`src/rtl/io_input_ctrl.sv`:
```
// Processor input port: show-ahead device FIFO feeding the In bus, plus an
// edge-triggered interrupt pulse generator with hold-off and a 1-deep pending slot.
module io_input_ctrl #(
  parameter int DEPTH   = 4,
  parameter int HOLDOFF = 4
) (
  input  logic        Clk,
  input  logic        Rst,
  input  logic [15:0] dev_data,
  input  logic        dev_valid,
  output logic        dev_ready,
  input  logic        irq_req,
  input  logic        in_rd,
  output logic [15:0] In,
  output logic        in_empty,
  output logic        Int,
  output logic        rd_err
);

  localparam int DATA_W = 16;
  localparam int AW     = (DEPTH > 1) ? $clog2(DEPTH) : 1;
  localparam int CW     = AW + 1;
  localparam int HW     = $clog2(HOLDOFF + 1);

  typedef enum logic [1:0] {
    IDLE = 2'd0,
    FIRE = 2'd1,
    HOLD = 2'd2
  } irq_state_t;

  logic [DATA_W-1:0] mem [DEPTH];
  logic [AW-1:0]     wr_ptr;
  logic [AW-1:0]     rd_ptr;
  logic [CW-1:0]     count;
  logic              push;
  logic              pop;

  irq_state_t        state;
  irq_state_t        state_nxt;
  logic [HW-1:0]     hold_cnt;
  logic [HW-1:0]     hold_nxt;
  logic              pending;
  logic              pending_nxt;
  logic              irq_q;
  logic              rise;
  logic              int_q;

  assign dev_ready = (count != CW'(DEPTH));
  assign in_empty  = (count == '0);
  assign push      = dev_valid && dev_ready;
  assign pop       = in_rd && !in_empty;
  assign In        = in_empty ? '0 : mem[rd_ptr];

  // FIFO storage: data only, never reset; reset-cycle pushes are dropped
  always_ff @(posedge Clk) begin
    if (Rst && push) begin
      mem[wr_ptr] <= dev_data;
    end
  end

  // FIFO control: power-of-two depth lets the pointers wrap naturally
  always_ff @(posedge Clk) begin
    if (!Rst) begin
      wr_ptr <= '0;
      rd_ptr <= '0;
      count  <= '0;
      rd_err <= 1'b0;
    end else begin
      if (push) begin
        wr_ptr <= wr_ptr + AW'(1);
      end
      if (pop) begin
        rd_ptr <= rd_ptr + AW'(1);
      end
      case ({push, pop})
        2'b10:   count <= count + CW'(1);
        2'b01:   count <= count - CW'(1);
        default: count <= count;
      endcase
      if (in_rd && in_empty) begin
        rd_err <= 1'b1;
      end
    end
  end

  assign rise = irq_req && !irq_q;

  // An edge arriving on the last hold cycle is treated as pending so it is not lost
  always_comb begin
    state_nxt   = state;
    hold_nxt    = hold_cnt;
    pending_nxt = pending;
    case (state)
      IDLE: begin
        if (rise) begin
          state_nxt = FIRE;
        end
      end
      FIRE: begin
        state_nxt = HOLD;
        hold_nxt  = HW'(HOLDOFF - 1);
        if (rise) begin
          pending_nxt = 1'b1;
        end
      end
      HOLD: begin
        if (hold_cnt == '0) begin
          if (pending || rise) begin
            state_nxt   = FIRE;
            pending_nxt = 1'b0;
          end else begin
            state_nxt = IDLE;
          end
        end else begin
          hold_nxt = hold_cnt - HW'(1);
          if (rise) begin
            pending_nxt = 1'b1;
          end
        end
      end
      default: begin
        state_nxt = IDLE;
      end
    endcase
  end

  // irq_q follows irq_req through reset so a level already high at release is not an edge
  always_ff @(posedge Clk) begin
    if (!Rst) begin
      state    <= IDLE;
      hold_cnt <= '0;
      pending  <= 1'b0;
      irq_q    <= irq_req;
      int_q    <= 1'b0;
    end else begin
      state    <= state_nxt;
      hold_cnt <= hold_nxt;
      pending  <= pending_nxt;
      irq_q    <= irq_req;
      int_q    <= (state_nxt == FIRE);
    end
  end

  assign Int = int_q;

endmodule

```
`config.mk`:
```
export PLATFORM = sky130hd
export DESIGN_NAME = io_input_ctrl
export DESIGN_NICKNAME = d
export VERILOG_FILES = /design/src/rtl/io_input_ctrl.sv
export SDC_FILE = /design/constraint.sdc
export NUM_CORES = 1
export LEC_CHECK = 0
export CAP_MARGIN = 25
export CORE_ASPECT_RATIO = 1.4
export CORE_MARGIN = 2
export CORE_UTILIZATION = 45
export DETAILED_ROUTE_END_ITERATION = 8
export PLACE_DENSITY_LB_ADDON = 0.05
export SLEW_MARGIN = 20
export SYNTH_ARGS = -nofsm -noshare
export SYNTH_HDL_FRONTEND = slang
export SYNTH_SLANG_ARGS = --single-unit
```
`constraint.sdc`:
```
create_clock -name Clk -period 2.9 [get_ports Clk]
set_clock_uncertainty 0.2 [all_clocks]
set_input_delay 0.58 -clock Clk [delete_from_list [all_inputs] [get_ports Clk]]
set_output_delay 0.58 -clock Clk [all_outputs]
set_load 0.1 [all_outputs]
```
Word-level counts from Yosys, hierarchy flattened
Memories as Yosys holds them, arrays and structs flattened. A register that Yosys moved wholly into a read port is not among the register bits.
Index checks and enable logic that the tools add are counted.
{"block": "word_totals", "reg_bits": 16, "mem_bits_rw": 64, "input_bits": 21, "word_cells": 54, "n_memories": 1}
{"memory": "mem", "words": 4, "word_bits": 16, "rd": 1, "rd_ports_with_merged_regs": 1, "wr": 1, "line_no": "31", "rtl": "logic [DATA_W-1:0] mem [DEPTH];"}
{"block": "op_classes", "n_addsub": 5, "n_eq_ne": 8, "n_mux": 16, "reduce_logical": 15}
{"cell": "two-way mux 16 bit", "n": 1}
{"cell": "case mux 3 bit (2 select lines)", "n": 2}
{"cell": "two-way mux 2 bit", "n": 4}
{"cell": "== test 2 x 1 -> 1 bit (second input constant)", "n": 3}
{"cell": "logical NOT 3 bit", "n": 2}
{"cell": "two-way mux 1 bit", "n": 6}
{"cell": "inequality test 3 bit (second input constant)", "n": 2}
{"cell": "case mux 2 bit (3 select lines)", "n": 1}
{"cell": "subtractor 3 x 1 -> 3 bit (second input constant)", "n": 2}
{"cell": "logical AND 1 bit", "n": 5}
{"cell": "adder 2 x 1 -> 2 bit (second input constant)", "n": 2}
{"cell": "== test 2 bit (second input constant)", "n": 2}
{"cell": "AND reduction 2 bit", "n": 2}
{"cell": "nonzero test 2 bit", "n": 2}
{"cell": "adder 3 x 1 -> 3 bit (second input constant)", "n": 1}
{"cell": "two-way mux 3 bit", "n": 1}
{"cell": "logical NOT 1 bit", "n": 2}
{"cell": "logical NOT 2 bit", "n": 1}
{"cell": "inequality test 2 bit (second input constant)", "n": 1}
{"cell": "case mux 1 bit (2 select lines)", "n": 1}
{"cell": "logical OR 1 bit", "n": 1}

Longest topological paths before layout
Gate-level depths: netlist of the first run.
{"block": "logic_depth", "word_depth": 7, "mapped_depth": 9, "ltp_nobuf": 9}

Worst setup path before layout of the first run
OpenSTA, ideal clock, no wires.
{"block": "synth_timing", "kind": "register -> output", "startpoint": "reg with a tool-made name", "endpoint": "out In[0]", "arrival_time_ps": 2084, "slack_ps": 36, "path_stages_with_launch": 4, "n_path_buf": 1, "cell_sequence": "dfxtp_1 > buf_6 > mux4_1 > nor2b_1"}
{"item": "to (decl)", "line_no": "14", "rtl": "output logic [15:0] In,"}

==> results_tabular.tex, run 1 <==
\begin{tabular}{lr}
\hline
Metric & Value \\
\hline
\multicolumn{2}{l}{\textbf{Run status}} \\
Outcome & finished clean \\
\multicolumn{2}{l}{\textbf{STA}} \\
Unrepaired setup endpoints after global routing & false \\
Period utilisation layout & between 90\% and 100\% \\
Slew headroom & 66.4\% \\
Final setup violation count & 0 \\
Hold Violations, Final & 0 \\
Count of pins over their slew limit & 0 \\
Minimum clock period after layout & 2660 ps \\
Transition time of the tightest slew-check pin & 503 ps \\
Maximum clock rate & 0.376 GHz \\
\multicolumn{2}{l}{\textbf{Final layout}} \\
Post-Layout Inst Area & $\sim$4300 sq um \\
Post-synthesis to final-layout area growth & 26.9\% \\
Layout cells sized above 1 & between 20\% and 30\% \\
Highest-count cells in the layout ignoring fill and taps & sky130\_fd\_sc\_hd\_\_edfxtp\_1, sky130\_fd\_sc\_hd\_\_clkdlybuf4s50\_1, sky130\_fd\_sc\_hd\_\_dfxtp\_1, sky130\_fd\_sc\_hd\_\_buf\_12, sky130\_fd\_sc\_hd\_\_buf\_4 \\
Number of diodes & 0 \\
Fin nets & between 200 and 300 \\
Most frequent standard cell in the layout excluding fill and tap cells & sky130\_fd\_sc\_hd\_\_edfxtp\_1 \\
\multicolumn{2}{l}{\textbf{CTS}} \\
Clk buf depth & 2 \\
Clock insertion delay at the later pin of the skew report & about 340 ps \\
Hold Buf Count CTS & 0 \\
Number of CTS-inserted buffers & 9 \\
Num Clock Sinks & 82 \\
Post-CTS setup-driven buffer insertion count & 0 \\
Library cell used as clock root buffer & sky130\_fd\_sc\_hd\_\_clkbuf\_8 \\
Post\_cts resized & 0 \\
Clock-pin slew reported for the worst setup and hold paths after clock tree synthesis & roughly 80 ps \\
TritonCTS clock tree & yes \\
H-tree Lvls & 3 \\
\multicolumn{2}{l}{\textbf{Placement}} \\
Total cell area at the placement stage & 4130 sq um \\
Number of buffers added on ports & 40 \\
Sum of net half-perimeters after detailed placement & about 4.3 mm \\
Routability Congestion & roughly 0.71 \\
\multicolumn{2}{l}{\textbf{Yosys}} \\
Post-Synthesis Cell Area & approximately 3400 sq um \\
Cell count after synthesis & 198 \\
Synthesized netlist net count & between 200 and 250 \\
Seq/Total Area, Yosys & approximately 67\% \\
Distinct cells, synth & 35 \\
FF+latch count, synth & 82 \\
Synthesized area divided by synthesized cell count & around 17 sq um \\
Synth warnings & 0 \\
\multicolumn{2}{l}{\textbf{Floorplanning}} \\
Die Ht & between 100 and 150 um \\
Io pins & 41 \\
Row count & 37 \\
Die width & roughly 78 um \\
Starting Density & about 46\% \\
Area of the core & roughly 7400 sq um \\
Die ar. & just over 8000 sq um \\
\multicolumn{2}{l}{\textbf{Run}} \\
Number of max-cap violations & 0 \\
\multicolumn{2}{l}{\textbf{Global routing}} \\
Via count of the first global-routing pass & about 2,000 \\
GRT Overall Usage & 16.3\% \\
Global route overflow & 0 \\
Maximum number of pins on one net before global-route repair & 22 \\
First-pass GRT wire length & between 10 and 15 mm \\
Antenna violations before repair & 0 \\
\multicolumn{2}{l}{\textbf{Detailed routing}} \\
Total DRC errors in the routed layout & 0 \\
Average wire length per cell after detail routing & between 15 and 20 um \\
Total wirelength of the detailed-routed design & between 6 and 7 mm \\
Remaining number of nets flagged by the antenna check after routing & 0 \\
Detailed-route via count & 1,840 \\
Number of DRC violations after detailed-routing iteration 0 & between 80 and 90 \\
Pre-Repair DR Iteration Count & 4 \\
Post-DR vias/cell & between 5 and 6 \\
\multicolumn{2}{l}{\textbf{Critical path}} \\
CP max FO & 11 \\
CP Launch Type & flip-flop \\
Endpoint type of the worst setup path & output port \\
Arr. time, crit path & 1880 ps \\
Data required time of the worst path & 2120 ps \\
Start-to-end type of the worst setup path & reg2out \\
\multicolumn{2}{l}{\textbf{Hold path}} \\
Worst hold path class & reg2reg \\
\hline
\end{tabular}
-- sequential cells by signal (all words and copies together), names as in the netlist, named ones only --
name,flops
count,3
wr_ptr,2
pending,1
state,2
irq_q,1
hold_cnt,3
rd_err,1
rd_ptr,2
mem,64
Int,1
-- cell usage after synthesis --
cell type	count	share of area, %
sky130_fd_sc_hd__a21boi_0	2	0.44
sky130_fd_sc_hd__a21boi_2	1	0.33
sky130_fd_sc_hd__a21oi_1	5	0.73
sky130_fd_sc_hd__a22o_1	1	0.26
sky130_fd_sc_hd__and2_1	2	0.37
sky130_fd_sc_hd__and3_1	5	0.92
sky130_fd_sc_hd__buf_12	1	0.59
sky130_fd_sc_hd__buf_2	4	0.59
sky130_fd_sc_hd__buf_6	1	0.33
sky130_fd_sc_hd__clkbuf_1	3	0.33
sky130_fd_sc_hd__dfxtp_1	18	11
sky130_fd_sc_hd__edfxtp_1	64	56
sky130_fd_sc_hd__fa_1	1	0.59
sky130_fd_sc_hd__ha_1	7	2.6
sky130_fd_sc_hd__inv_1	9	0.99
sky130_fd_sc_hd__mux2_2	1	0.33
sky130_fd_sc_hd__mux2i_1	2	0.59
sky130_fd_sc_hd__mux4_1	6	4.6
sky130_fd_sc_hd__mux4_2	10	6.6
sky130_fd_sc_hd__nand2_1	9	0.99
sky130_fd_sc_hd__nor2_1	2	0.22
sky130_fd_sc_hd__nor2b_1	13	2.4
sky130_fd_sc_hd__nor2b_4	10	4.0
sky130_fd_sc_hd__nor3_1	2	0.29
sky130_fd_sc_hd__nor3_2	1	0.29
sky130_fd_sc_hd__nor3b_1	1	0.22
sky130_fd_sc_hd__nor4b_1	3	0.77
sky130_fd_sc_hd__o21a_1	1	0.22
sky130_fd_sc_hd__o21ai_0	5	0.73
sky130_fd_sc_hd__o31a_1	1	0.26
sky130_fd_sc_hd__o31ai_1	2	0.44
sky130_fd_sc_hd__or3_1	2	0.37
sky130_fd_sc_hd__or4bb_1	1	0.33
sky130_fd_sc_hd__xnor2_1	1	0.26
sky130_fd_sc_hd__xor2_1	1	0.26
-- cell type report --
cell class | instances | area [sq um]
fillers | 567 | 3030
clock buffers | 10 | 128
repair buffers | 51 | 646
inverters | 9 | 33.8
multi-input cells | 98 | 1040
well taps | 97 | 121
flip-flops and latches | 82 | 2280
clock inverters | 6 | 81.3
-- worst max-delay path, cell delays in order, from the launching register on --
cell and delay (ps):
sky130_fd_sc_hd__dfxtp_1 640, sky130_fd_sc_hd__buf_4 260, sky130_fd_sc_hd__mux4_2 310, sky130_fd_sc_hd__nor2b_4 150, sky130_fd_sc_hd__buf_12 180
-- layer usage --
layer	vias to the layer above	wire length [um]	track usage, %
met5	-	0	0
met4	0	117	6.38
met3	12	183	3.79
met2	42	3610	30.8
met1	925	2450	17.2
li1	861	-	-
-- final timing paths --
check                                            start                     end  slack [ps]  cells past startpoint
worst max-delay path                         flip-flop                   In[5]         240                      4
worst min-delay path            rd_ptr[0]$_SDFFE_PN0P_  rd_ptr[0]$_SDFFE_PN0P_         300                      2
worst max register to register   count[1]$_SDFFE_PN0P_   count[2]$_SDFFE_PN0P_         510                      9
worst min register to register  rd_ptr[0]$_SDFFE_PN0P_  rd_ptr[0]$_SDFFE_PN0P_         300                      2
-- stage by stage --
stage | std cells | hold WS (ps) | setup TNS [ps] | util (%) | setup slack, ps
after floorplan | 198 | 261 | 0 | - | 35.8
final | 353 | 295 | 0 | 58.9 | 243
after global routing | 353 | 343 | 0 | 58.9 | 129
after global placement | 337 | 279 | 0 | 56.1 | 84.2
after detailed placement | 337 | 287 | -42.4 | 56.1 | -42.4
after CTS | 353 | 297 | 0 | 58.9 | 195
-- kinds of logic (layout without fill, tap and decap cells) --
kind of cell / after synthesis / in the layout / share of synthesized area, %
adder cells (fa/ha/maj): 8 / 8 / 3.15
XOR/XNOR: 2 / 2 / 0.513
AO/OA/AOI/OAI: 18 / 18 / 3.41
flip-flops: 82 / 82 / 66.8
buffers and inverters: 18 / 76 / 2.82
AND/OR/NAND/NOR: 51 / 51 / 11.2
multiplexers: 19 / 19 / 12.1
Power of run 1 is not shown: default switching activity piles up to over one toggle a cycle in this logic, so the estimate is an artifact.
==> run 2: changes to the inputs <==
Settings changed: ABC_AREA set to 1, CORE_ASPECT_RATIO 1.4 to 2, CORE_UTILIZATION 45 to 55.
==> run 2 against run 1 <==
  * Register-to-register slack better by 380 ps
  * Worst setup slack worse by 53 ps
  * Synthesized cell count up 57%
  * Die area down 17%
  * Highest routed layer unchanged
==> results_tabular.tex, run 2 <==
\begin{tabular}{lr}
\hline
Metric & Value \\
\hline
\multicolumn{2}{l}{\textbf{STA}} \\
Final setup violation count & 0 (unchanged) \\
Unrepaired setup endpoints after global routing & false \\
Crit path setup slack, layout & 190 ps (-52.9 ps) \\
Transition time of the tightest slew-check pin & 424 ps (-79.9 ps) \\
Accumulated negative setup slack & 0 ps (unchanged) \\
Count of pins over their slew limit & 0 (unchanged) \\
Hold Violations, Final & 0 (unchanged) \\
Slew headroom & 71.7\% (+5.3 points) \\
Period utilisation layout & 93.4\% (+1.8 points) \\
Minimum clock period after layout & 2710 ps (+52.9 ps) \\
Maximum clock rate & 0.369 GHz (-2.0\%) \\
\multicolumn{2}{l}{\textbf{Critical path}} \\
Start-to-end type of the worst setup path & reg2out \\
Worst r2r src & count[1]\$\_SDFFE\_PN0P\_ \\
Data required time of the worst path & 2120 ps (about the same) \\
Critical-path cell list & buf\_4 -> nor2\_1 -> nor2\_1 -> o21ai\_0 -> a21oi\_1 -> buf\_12 \\
Cell family with the largest share of critical-path delay & flip-flops \\
Setup slack on the worst flop-to-flop path & 890 ps (+380 ps) \\
Arr. time, crit path & 1930 ps (+50 ps) \\
Worst path buffer plus inverter count & 2 (unchanged) \\
Depth of the worst register-to-register path & 13 (+4) \\
End of the worst register-to-register path & count[2]\$\_SDFFE\_PN0P\_ \\
Cell with the largest stage delay on the worst path & sky130\_fd\_sc\_hd\_\_dfxtp\_1 \\
Endpoint type of the worst setup path & output port \\
Max stage delay on crit path & 570 ps (-70 ps) \\
CP Launch Type & flip-flop \\
Most frequent CP cell & sky130\_fd\_sc\_hd\_\_nor2\_1 \\
CP max FO & 12 (+1) \\
\multicolumn{2}{l}{\textbf{Hold path}} \\
Hold path depth & 2 (unchanged) \\
Worst hold path class & reg2reg \\
Min-Delay Endpoint & rd\_err\$\_SDFFE\_PN0P\_ \\
Hold path startpoint & rd\_err\$\_SDFFE\_PN0P\_ \\
\multicolumn{2}{l}{\textbf{Final layout}} \\
Fin nets & 386 (+38\%) \\
Non-filler cells, final & 424 (+20\%) \\
Highest-count cells in the layout ignoring fill and taps & sky130\_fd\_sc\_hd\_\_nor2\_1, sky130\_fd\_sc\_hd\_\_edfxtp\_1, sky130\_fd\_sc\_hd\_\_o21ai\_1, sky130\_fd\_sc\_hd\_\_inv\_1, sky130\_fd\_sc\_hd\_\_a21oi\_1 \\
Number of diodes & 0 (unchanged) \\
Number of flip-flops under the largest register name & 64 (unchanged) \\
Largest registers & mem (64), count (3), hold\_cnt (3) \\
Largest register by flop count & mem \\
Post-synthesis to final-layout area growth & 23.9\% \\
Layout cells sized above 1 & 13.0\% (-14 points) \\
Most frequent standard cell in the layout excluding fill and tap cells & sky130\_fd\_sc\_hd\_\_nor2\_1 \\
\multicolumn{2}{l}{\textbf{Yosys}} \\
Cell count after synthesis & 310 (+57\%) \\
Most area-hungry cell type in the Yosys netlist & sky130\_fd\_sc\_hd\_\_edfxtp\_1 \\
Ranking of synthesized cells by area & sky130\_fd\_sc\_hd\_\_edfxtp\_1, sky130\_fd\_sc\_hd\_\_dfxtp\_1, sky130\_fd\_sc\_hd\_\_nor2\_1 \\
Synthesized netlist net count & 339 (+49\%) \\
Most instantiated library cell after synthesis & sky130\_fd\_sc\_hd\_\_nor2\_1 \\
Synthesized area divided by synthesized cell count & 11.0 sq um (-36\%) \\
Distinct cells, synth & 23 (-34\%) \\
Most instantiated cells after synthesis & sky130\_fd\_sc\_hd\_\_nor2\_1, sky130\_fd\_sc\_hd\_\_edfxtp\_1, sky130\_fd\_sc\_hd\_\_o21ai\_1, sky130\_fd\_sc\_hd\_\_a21oi\_1, sky130\_fd\_sc\_hd\_\_inv\_1 \\
Async set or reset register ratio after synthesis & 0\% (unchanged) \\
Top cell type's share of synthesized area & 56.1\% (-0.14 points) \\
Post-Synthesis Cell Area & 3420 sq um (+0.26\%) \\
Most instantiated flip-flop cell in the synthesis netlist & sky130\_fd\_sc\_hd\_\_edfxtp\_1 \\
Number of synthesized flops with an enable pin & 64 (unchanged) \\
Synth warnings & 0 (unchanged) \\
FF+latch count, synth & 82 (unchanged) \\
Seq/Total Area, Yosys & 66.6\% (-0.17 points) \\
\multicolumn{2}{l}{\textbf{Floorplanning}} \\
Io pins & 41 (unchanged) \\
Starting Density & 57.0\% (+11 points) \\
Die width & 59.8 um (-23\%) \\
Die ar. & 6910 sq um (-17\%) \\
Row count & 40 (+8.1\%) \\
Area of the core & 6010 sq um (-18\%) \\
Die Ht & 116 um (+7.9\%) \\
\multicolumn{2}{l}{\textbf{CTS}} \\
TritonCTS clock tree & yes \\
Library cell used as clock root buffer & sky130\_fd\_sc\_hd\_\_clkbuf\_16 \\
Post\_cts resized & 0 (unchanged) \\
Post-CTS setup-driven buffer insertion count & 0 (unchanged) \\
Num Clock Sinks & 82 (unchanged) \\
Clock insertion delay at the later pin of the skew report & 320 ps (-20 ps) \\
H-tree Lvls & 3 (unchanged) \\
Clock-pin slew reported for the worst setup and hold paths after clock tree synthesis & 50 ps (-30 ps) \\
Number of CTS-inserted buffers & 9 (unchanged) \\
Clk buf depth & 2 (unchanged) \\
Hold Buf Count CTS & 0 (unchanged) \\
\multicolumn{2}{l}{\textbf{Global routing}} \\
Maximum number of pins on one net before global-route repair & 33 (+50\%) \\
Via count of the first global-routing pass & 2,213 (+9.8\%) \\
GRT Overall Usage & 20.2\% (+3.9 points) \\
First-pass GRT wire length & 10.0 mm (-0.63\%) \\
Antenna violations before repair & 0 (unchanged) \\
Global route overflow & 0 (unchanged) \\
\multicolumn{2}{l}{\textbf{Power and ir drop}} \\
Power density over the cells & $\sim$1200 nW/um\^{}2 \\
Worst vdd rail ir drop & between 0.7 and 0.8 mV \\
Leakage dissipation & 1.61 nW \\
\multicolumn{2}{l}{\textbf{Detailed routing}} \\
Detailed-route via count & 2,259 (+23\%) \\
Number of DRC violations after detailed-routing iteration 0 & 89 (+3.5\%) \\
Average wire length per cell after detail routing & 14.7 um (-18\%) \\
Post-DR vias/cell & 5.33 (+2.2\%) \\
Total DRC errors in the routed layout & 0 (unchanged) \\
Total wirelength of the detailed-routed design & 6.22 mm (-2.0\%) \\
Remaining number of nets flagged by the antenna check after routing & 0 (unchanged) \\
Pre-Repair DR Iteration Count & 4 (unchanged) \\
\multicolumn{2}{l}{\textbf{Placement}} \\
Routability Congestion & 0.719 (+1.0\%) \\
Sum of net half-perimeters after detailed placement & 4.15 mm (-4.5\%) \\
Cell total after placement & 409 (+21\%) \\
Number of buffers added on ports & 40 (unchanged) \\
Pre-CTS setup slack & 367 ps (+409 ps) \\
\multicolumn{2}{l}{\textbf{Run}} \\
Number of max-cap violations & 0 (unchanged) \\
\multicolumn{2}{l}{\textbf{Run status}} \\
Outcome & finished clean \\
\hline
\end{tabular}
## run 2: changes by cell type after synthesis, moves of 5 or more
cell / change
sky130_fd_sc_hd__nor2_1: +78
sky130_fd_sc_hd__o21ai_1: +28
sky130_fd_sc_hd__a21oi_1: +20
sky130_fd_sc_hd__inv_1: +16
sky130_fd_sc_hd__nand2_1: +14
sky130_fd_sc_hd__nor2b_1: -13
sky130_fd_sc_hd__mux4_2: -10
sky130_fd_sc_hd__nor2b_4: -10
sky130_fd_sc_hd__nand3_1: +8
sky130_fd_sc_hd__mux4_1: -6
sky130_fd_sc_hd__and3_1: -5
sky130_fd_sc_hd__buf_6: +5
## run 2: how the worst max path moves through the flow
stage | start | to | slack, ps | depth (start not counted)
5_1_grt | flip-flop | In[15] | 50 | 6
6_report | flip-flop | In[2] | 190 | 6
4_1_cts | flip-flop | In[2] | 160 | 6
3_3_place_gp | in_rd | count[2]$_SDFFE_PN0P_ | 410 | 12
2_1_floorplan | count[1]$_SDFFE_PN0P_ | In[10] | -140 | 5
3_5_place_dp | in_rd | count[2]$_SDFFE_PN0P_ | 370 | 12
## run 2: power breakdown
| part | internal [W] | switching (W) | leakage [nW] |
|---|---|---|---|
| Combinational | 0.000785 | 0.00180 | 0.760 |
| Sequential | 0.00136 | 0.0000669 | 0.729 |
| Clock | 0.000599 | 0.000388 | 0.124 |
| Total | 0.00274 | 0.00225 | 1.61 |
## run 2: routing by layer
metal	part of all wire [%]	GRT usage, %	wire [um]	up-vias
met5	0	0	0	-
met1	37	20.5	2310	1066
met2	56	36.3	3510	53
li1	-	-	-	1130
met4	2.0	9.63	122	0
met3	4.6	5.58	285	10
## run 2: layout make-up
| cell class | count | area, sq um |
|---|---|---|
| well taps | 63 | 78.8 |
| inverters | 29 | 116 |
| repair buffers | 48 | 611 |
| flip-flops and latches | 82 | 2280 |
| fillers | 436 | 1760 |
| clock buffers | 15 | 258 |
| multi-input cells | 187 | 896 |
## run 2: cell families (layout without fill, tap and decap cells)
group           Yosys count  after routing  synth area share [%]
simple gates            117            117                  13.8
compound gates           62             62                  9.24
fa+ha+maj                 8              8                  3.14
flops                    82             82                  66.6
buf+inv                  41             92                  7.20
## run 2: worst min-delay path: stages (launching register included)
cell	delay, ps
sky130_fd_sc_hd__dfxtp_1	310
sky130_fd_sc_hd__inv_1	50
sky130_fd_sc_hd__a21oi_1	50
## run 2: stage by stage
stage | util, % | area, sq um | power, W | hold WS [ps]
floorplan | - | 3420 | 0.00325 | 249
global placement | 66.3 | 3980 | 0.00402 | 243
detailed placement | 66.3 | 3980 | 0.00405 | 248
CTS | 70.6 | 4240 | 0.00503 | 260
global route | 70.6 | 4240 | 0.00520 | 293
finish | 70.6 | 4240 | 0.00500 | 260
Note: power is estimated with default switching activity, not from simulation.
==> run 3: changes to the inputs <==
Settings changed: CAP_MARGIN 25 to 20, CTS_CLUSTER_SIZE set to 40.
==> results of run 3 <==
The final DEF is identical to that of run 2; final timing and power are the same.
